## src/rtl/obfus_block_scheduler.sv

```systemverilog
`default_nettype none
// ============================================================================
//  Module   : obfus_block_scheduler
//  Purpose  : Splits a plaintext block into NWORDS words, drives the
//             Fibonacci random encoder one word at a time and packs the
//             returned codewords into a single output block.
//  Options  : SCHED_TIMEOUT_EN - per-word watchdog with sticky err flag and
//             all-ones codeword substitution when the encoder hangs.
//  Revision : 1.0 - initial release
// ============================================================================
module obfus_block_scheduler #(
    parameter int NWORDS         = 2,
    parameter int WORD_W         = 64,
    parameter int CODE_W         = 128,
    parameter int TIMEOUT_CYCLES = 4096
) (
    input  logic                     clk,
    input  logic                     rst,
    input  logic                     in_valid,
    output logic                     in_ready,
    input  logic [NWORDS*WORD_W-1:0] in_data,
    output logic                     enc_en,
    output logic [WORD_W-1:0]        enc_data,
    input  logic                     enc_done,
    input  logic [CODE_W-1:0]        enc_result,
    output logic                     out_valid,
    input  logic                     out_ready,
    output logic [NWORDS*CODE_W-1:0] out_data,
    output logic                     busy,
    output logic                     err
);

    localparam int c_idx_w = (NWORDS > 1) ? $clog2(NWORDS) : 1;
    localparam logic [c_idx_w-1:0] c_last_idx = c_idx_w'(NWORDS - 1);

    typedef enum logic [2:0] {
        S_IDLE      = 3'd0,
        S_ISSUE     = 3'd1,
        S_WAIT_LOW  = 3'd2,
        S_WAIT_DONE = 3'd3,
        S_NEXT      = 3'd4,
        S_OUTPUT    = 3'd5
    } state_t;

    state_t                     r_state;
    state_t                     w_state_nxt;
    logic [NWORDS*WORD_W-1:0]   r_block;
    logic [NWORDS*CODE_W-1:0]   r_slots;
    logic [c_idx_w-1:0]         r_idx;
    logic                       r_enc_en;
    logic [WORD_W-1:0]          r_enc_data;
    logic                       w_capture;
    logic                       w_timeout;
    logic                       w_wd_hit;
    logic [WORD_W-1:0]          w_word;

    assign w_word   = r_block[int'(r_idx)*WORD_W +: WORD_W];
    assign enc_en   = r_enc_en;
    assign enc_data = r_enc_data;
    assign out_data = r_slots;

    // State register
    always_ff @(posedge clk or negedge rst) begin
        if (!rst) begin
            r_state <= S_IDLE;
        end else begin
            r_state <= w_state_nxt;
        end
    end

    // Next-state decode and handshake/status outputs
    always_comb begin
        w_state_nxt = r_state;
        w_capture   = 1'b0;
        w_timeout   = 1'b0;
        in_ready    = 1'b0;
        out_valid   = 1'b0;
        busy        = 1'b1;
        case (r_state)
            S_IDLE: begin
                in_ready = 1'b1;
                busy     = 1'b0;
                if (in_valid) begin
                    w_state_nxt = S_ISSUE;
                end
            end
            // A done level left over from the previous word must fall
            // before a new enable, otherwise it would look like a result.
            S_ISSUE: begin
                w_state_nxt = enc_done ? S_WAIT_LOW : S_WAIT_DONE;
            end
            S_WAIT_LOW: begin
                if (!enc_done) begin
                    w_state_nxt = S_ISSUE;
                end
            end
            // Only the first done cycle is used; leaving the state makes
            // the capture edge-qualified.
            S_WAIT_DONE: begin
                if (enc_done) begin
                    w_capture   = 1'b1;
                    w_state_nxt = S_NEXT;
                end else if (w_wd_hit) begin
                    w_timeout   = 1'b1;
                    w_state_nxt = S_NEXT;
                end
            end
            S_NEXT: begin
                w_state_nxt = (r_idx == c_last_idx) ? S_OUTPUT : S_ISSUE;
            end
            S_OUTPUT: begin
                out_valid = 1'b1;
                if (out_ready) begin
                    w_state_nxt = S_IDLE;
                end
            end
            default: begin
                w_state_nxt = S_IDLE;
            end
        endcase
    end

    // Block capture, word issue, codeword packing and word index
    always_ff @(posedge clk or negedge rst) begin
        if (!rst) begin
            r_block    <= '0;
            r_slots    <= '0;
            r_idx      <= '0;
            r_enc_en   <= 1'b0;
            r_enc_data <= '0;
        end else begin
            r_enc_en <= 1'b0;
            case (r_state)
                S_IDLE: begin
                    if (in_valid) begin
                        r_block <= in_data;
                        r_idx   <= '0;
                    end
                end
                S_ISSUE: begin
                    r_enc_data <= w_word;
                    r_enc_en   <= ~enc_done;
                end
                S_WAIT_DONE: begin
                    if (w_capture) begin
                        r_slots[int'(r_idx)*CODE_W +: CODE_W] <= enc_result;
                    end else if (w_timeout) begin
                        r_slots[int'(r_idx)*CODE_W +: CODE_W] <= '1;
                    end
                end
                S_NEXT: begin
                    if (r_idx != c_last_idx) begin
                        r_idx <= r_idx + 1'b1;
                    end
                end
                default: begin
                end
            endcase
        end
    end

`ifdef SCHED_TIMEOUT_EN
    localparam logic [12:0] c_wdog_max = 13'(TIMEOUT_CYCLES - 1);

    logic [12:0] r_wdog;
    logic        r_err;

    // Per-word watchdog: cleared when a word is issued, counts WAIT_DONE cycles
    always_ff @(posedge clk or negedge rst) begin
        if (!rst) begin
            r_wdog <= '0;
            r_err  <= 1'b0;
        end else begin
            if (r_state == S_ISSUE) begin
                r_wdog <= '0;
            end else if (r_state == S_WAIT_DONE) begin
                r_wdog <= r_wdog + 13'd1;
            end
            if (w_timeout) begin
                r_err <= 1'b1;
            end
        end
    end

    assign w_wd_hit = (r_wdog == c_wdog_max);
    assign err      = r_err;
`else
    assign w_wd_hit = 1'b0;
    assign err      = 1'b0;
`endif

endmodule
`default_nettype wire

```

## config.mk

```make
export PLATFORM = sky130hd
export DESIGN_NAME = obfus_block_scheduler
export DESIGN_NICKNAME = d
export VERILOG_FILES = /design/src/rtl/obfus_block_scheduler.sv
export SDC_FILE = /design/constraint.sdc
export NUM_CORES = 1
export LEC_CHECK = 0
export CAP_MARGIN = 30
export CORE_AREA = 2 2 229 231
export DETAILED_ROUTE_END_ITERATION = 10
export DIE_AREA = 0 0 231 233
export PLACE_DENSITY = 0.71
export RECOVER_POWER = 100
export SLEW_MARGIN = 20
export SYNTH_ARGS = -nofsm -noshare
export SYNTH_HDL_FRONTEND = slang
export SYNTH_SLANG_ARGS = --single-unit
```

## constraint.sdc

```tcl
create_clock -name clk -period 1.7 [get_ports clk]
set_input_delay 0.51 -clock clk [delete_from_list [all_inputs] [get_ports clk]]
set_output_delay 0.51 -clock clk [all_outputs]
set_load 0.01 [all_outputs]
```

==> results.md <==
| Stage | Parameter | This run |
|:---|:---|:---|
| synth | Instance count of the mapped netlist | 1121 |
| worst setup path | Cells traversed along the worst timing path | or3_4, inv_2, buf_6 |
| floorplanning | Die outline height | 233 um |
| detailed routing | Iter 0 DRT Violations | 573 |
| worst setup path | Endpoint class of the critical path | primary output |
| worst setup path | Kind of critical path | reg2out |
| timing | Final setup skew | 0.00979 ns |
| timing | RSZ-0062 raised after global routing | yes |
| finish | Leading cell types in the layout, fill and taps excluded | dfrtp_1, mux2_4, buf_2 |
| power and ir drop | Maximum VDD drop | 1210 uV |
| synth | Post-synth cell types | 24 |
| finish | Share of post-route cells with drive strength above 1 | 56.4% |
| timing | Final setup fails | 446 |
| synth | Synth area leaders | dfrtp_1, mux2_2, mux2_4, mux2i_1, a21oi_1 |
| timing | Number of slew-limit violations in the final report | 0 |
| timing | Count of final hold-check violations | 0 |
| floorplanning | Area of the core | 51100 um^2 |
| global route | Number of antenna violations at the first check in global routing | 5 |
| detailed routing | Vias/cell | 4.79 |
| synth | Syn avg cell area | 16.0 um^2 |
| placement | Half-perimeter wire length after placement | 38000 um |
| placement | IO buf count | 584 |
| synth | Post-Syn Nets | 1382 |
| clocking | Number of buffers between clock root and the deepest sink | 3 |
| floorplanning | Initial standard-cell utilization of the core | 35.1% |
| clocking | Number of clock sinks seen by CTS | 453 |
| timing | Normalized max-slew margin | 45.8% |
| status | Violations in the final reports | negative setup slack |
| clocking | Number of buffers created by CTS | 49 |
| floorplanning | X dimension of the die | 231 um |
| timing | Part of the cycle the worst path needs | 122% |
| global route | Maximum number of pins on one net before global-route repair | 73 |
| floorplanning | Top-level port count | 586 |
| worst setup path | Startpoint Class | register |
| floorplanning | Placement Rows | 83 |
| finish | Count of fill cells added during filler insertion | 4043 |
| finish | Final core utilization | 55.9% |
| detailed routing | Number of antenna-violating nets in the routed design | 0 |
| clocking | Clock latency on the worst-skew pair | 0.57 ns |
| global route | Wire length of the first global-routing pass | 83300 um |
| synth | Mapped Area | 17900 um^2 |
| clocking | CTS tree | built |
| global route | Via count of the first global-routing pass | 13474 |
| finish | Non-filler instance count after layout | 2603 |
| clocking | Clock root cell | clkbuf_16 |
| worst setup path | Crit path required time | 1.19 ns |
| detailed routing | Drc violations | 0 |
| worst hold path | Worst hold path type | reg2reg |
| placement | Area after detailed placement | 25100 um^2 |
| clocking | H-Tree Level Count | 2 |
| detailed routing | Initial DRT Pass Iterations | 4 |
| detailed routing | Number of vias in the routed layout | 12463 |
| synth | Warnings, synthesis | 0 |
| synth | Cell type with the highest aggregate area in the netlist | dfrtp_1 |
| worst setup path | Standard cell with the maximum stage delay on the critical path | dfrtp_1 |
| timing | Final worst slack | -0.371 ns |
| power and ir drop | Power Density | 2020 nW/um^2 |
| worst setup path | Largest stage delay on the critical path | 0.42 ns |
| timing | FMAX | 483 MHz |
| timing | Min Clock Period, post-route | 2.07 ns |
| synth | Count of state elements after synthesis | 453 |
| placement | Routability congestion estimate from global placement | 0.823 |
| run | Max capacitance violation total | 0 |
| floorplanning | Die area | 53800 um^2 |
| worst setup path | CP delay by family, top | flip-flops |
| placement | Placed cell count | 2401 |
| global route | Overall overflow remaining after global route | 0 |
| power and ir drop | Post-layout total power | 57.7 mW |
| timing | Slew at the pin closest to its max-slew limit | 0.813 ns |
| worst setup path | Data arrival, critical path | 1.56 ns |
| worst setup path | Worst Path Max Fanout | 3 |
| global route | Global routing usage summed across all routing layers | 20.3% |
| worst setup path | Combined buffer and inverter count along the critical path | 2 |
| synth | Share of the synthesized area in the top cell type | 63.3% |
| status | Status | finished with violations |
| detailed routing | Average wire length per cell after detail routing | 23.0 um |
| detailed routing | Total length of routed wires | 59800 um |
| power and ir drop | Static leakage | 13.6 nW |
| finish | Number of nets in the layout | 2142 |
| finish | Most common cell after layout, fill and taps aside | dfrtp_1 |
| finish | Post-layout instance area | 28600 um^2 |
| synth | Seq/Total Area, Yosys | 63.3% |
| finish | Synthesis-to-layout area growth | 59.5% |
| clocking | CTS clock-pin slew for the worst setup and hold paths | 0.06 ns |
cell families (layout without fill, tap and decap cells):
kind of cell / after synthesis / after routing / synth area share (%)
AND/OR/NAND/NOR: 81 / 84 / 1.90
buffers and inverters: 69 / 865 / 2.99
XOR/XNOR: 1 / 1 / 0.0489
other: 1 / 4 / 0.0209
multiplexers: 448 / 448 / 29.9
AO/OA/AOI/OAI: 68 / 68 / 1.92
flip-flops: 453 / 453 / 63.3
synth_stat cells, drive strengths merged:
master	number
a21oi	65
a22o	1
buf	55
clkbuf	10
conb	1
dfrtp	453
inv	4
mux2	384
mux2i	64
nand2	3
nand2b	1
nand4b	1
nor2	70
nor2b	1
nor3	1
nor3b	2
o21ai	2
or2	1
or3	1
xnor2	1
routing by layer:
layer / global-route usage, % / up-vias / wire length (um)
met2: 34.7 / 463 / 30100
li1: - / 5466 / -
met4: 9.01 / 2 / 2610
met1: 23.4 / 6409 / 22800
met3: 6.30 / 123 / 4290
met5: 0 / - / 10
where the power goes:
part / internal (mW) / switching (mW) / leakage, nW / total [mW]
Combinational: 15.2 / 11.2 / 7.26 / 26.5
Sequential: 16.2 / 3.29 / 5.43 / 19.5
Clock: 7.37 / 4.43 / 0.897 / 11.8
worst paths after layout:
check | from | to | slack, ns | depth (start not counted)
worst max-delay path | r_state[1] | in_ready | -0.37 | 3
worst min-delay path | out_data[248] | out_data[248] | 0.50 | 1
worst max register to register | r_state[1] | out_data[100] | -0.31 | 10
worst min register to register | out_data[248] | out_data[248] | 0.50 | 1
max in group asynchronous | rst | out_data[30] | 0.09 | 4
min in group asynchronous | rst | enc_data[39] | 0.56 | 2
timing repair:
action | CTS | global route
setup endpoints to repair | 701 | 443
endpoints found under the hold margin | 11 | 0
resized for setup | 1521 | 316
buffers inserted | 65 | 21
gates cloned | 24 | 20
pin swaps | 5 | 8
hold buffers | 1 | 0
through the flow:
stage               setup TNS [ns]  hold WS, ns  worst slack [ns]
global route               -112.28        0.513            -0.428
CTS                         -86.72        0.367            -0.395
finish                      -84.36        0.499            -0.371
detailed placement         -203.02        0.398            -0.662
global placement           -206.57        0.396            -0.666
floorplan                        0        0.214          0.000918
sequential cells by signal (all words and copies together) (netlist names):
name and cells:
r_state 3, enc_data 64, out_data 256, r_block 128, enc_en 1, r_idx 1
cell type report:
| type | instances | area, um^2 | share of cell area (%) |
|---|---|---|---|
| Sequential cell | 453 | 11300 | 39.7 |
| Multi-Input combinational cell | 602 | 7540 | 26.4 |
| Timing Repair Buffer | 771 | 7010 | 24.5 |
| Clock buffer | 67 | 1460 | 5.10 |
| Tap cell | 680 | 851 | 2.98 |
| Clock inverter | 23 | 363 | 1.27 |
| Inverter | 4 | 15.0 | 0.0525 |
| Antenna cell | 3 | 7.51 | 0.0263 |
Power figures use the tool's default switching activity.
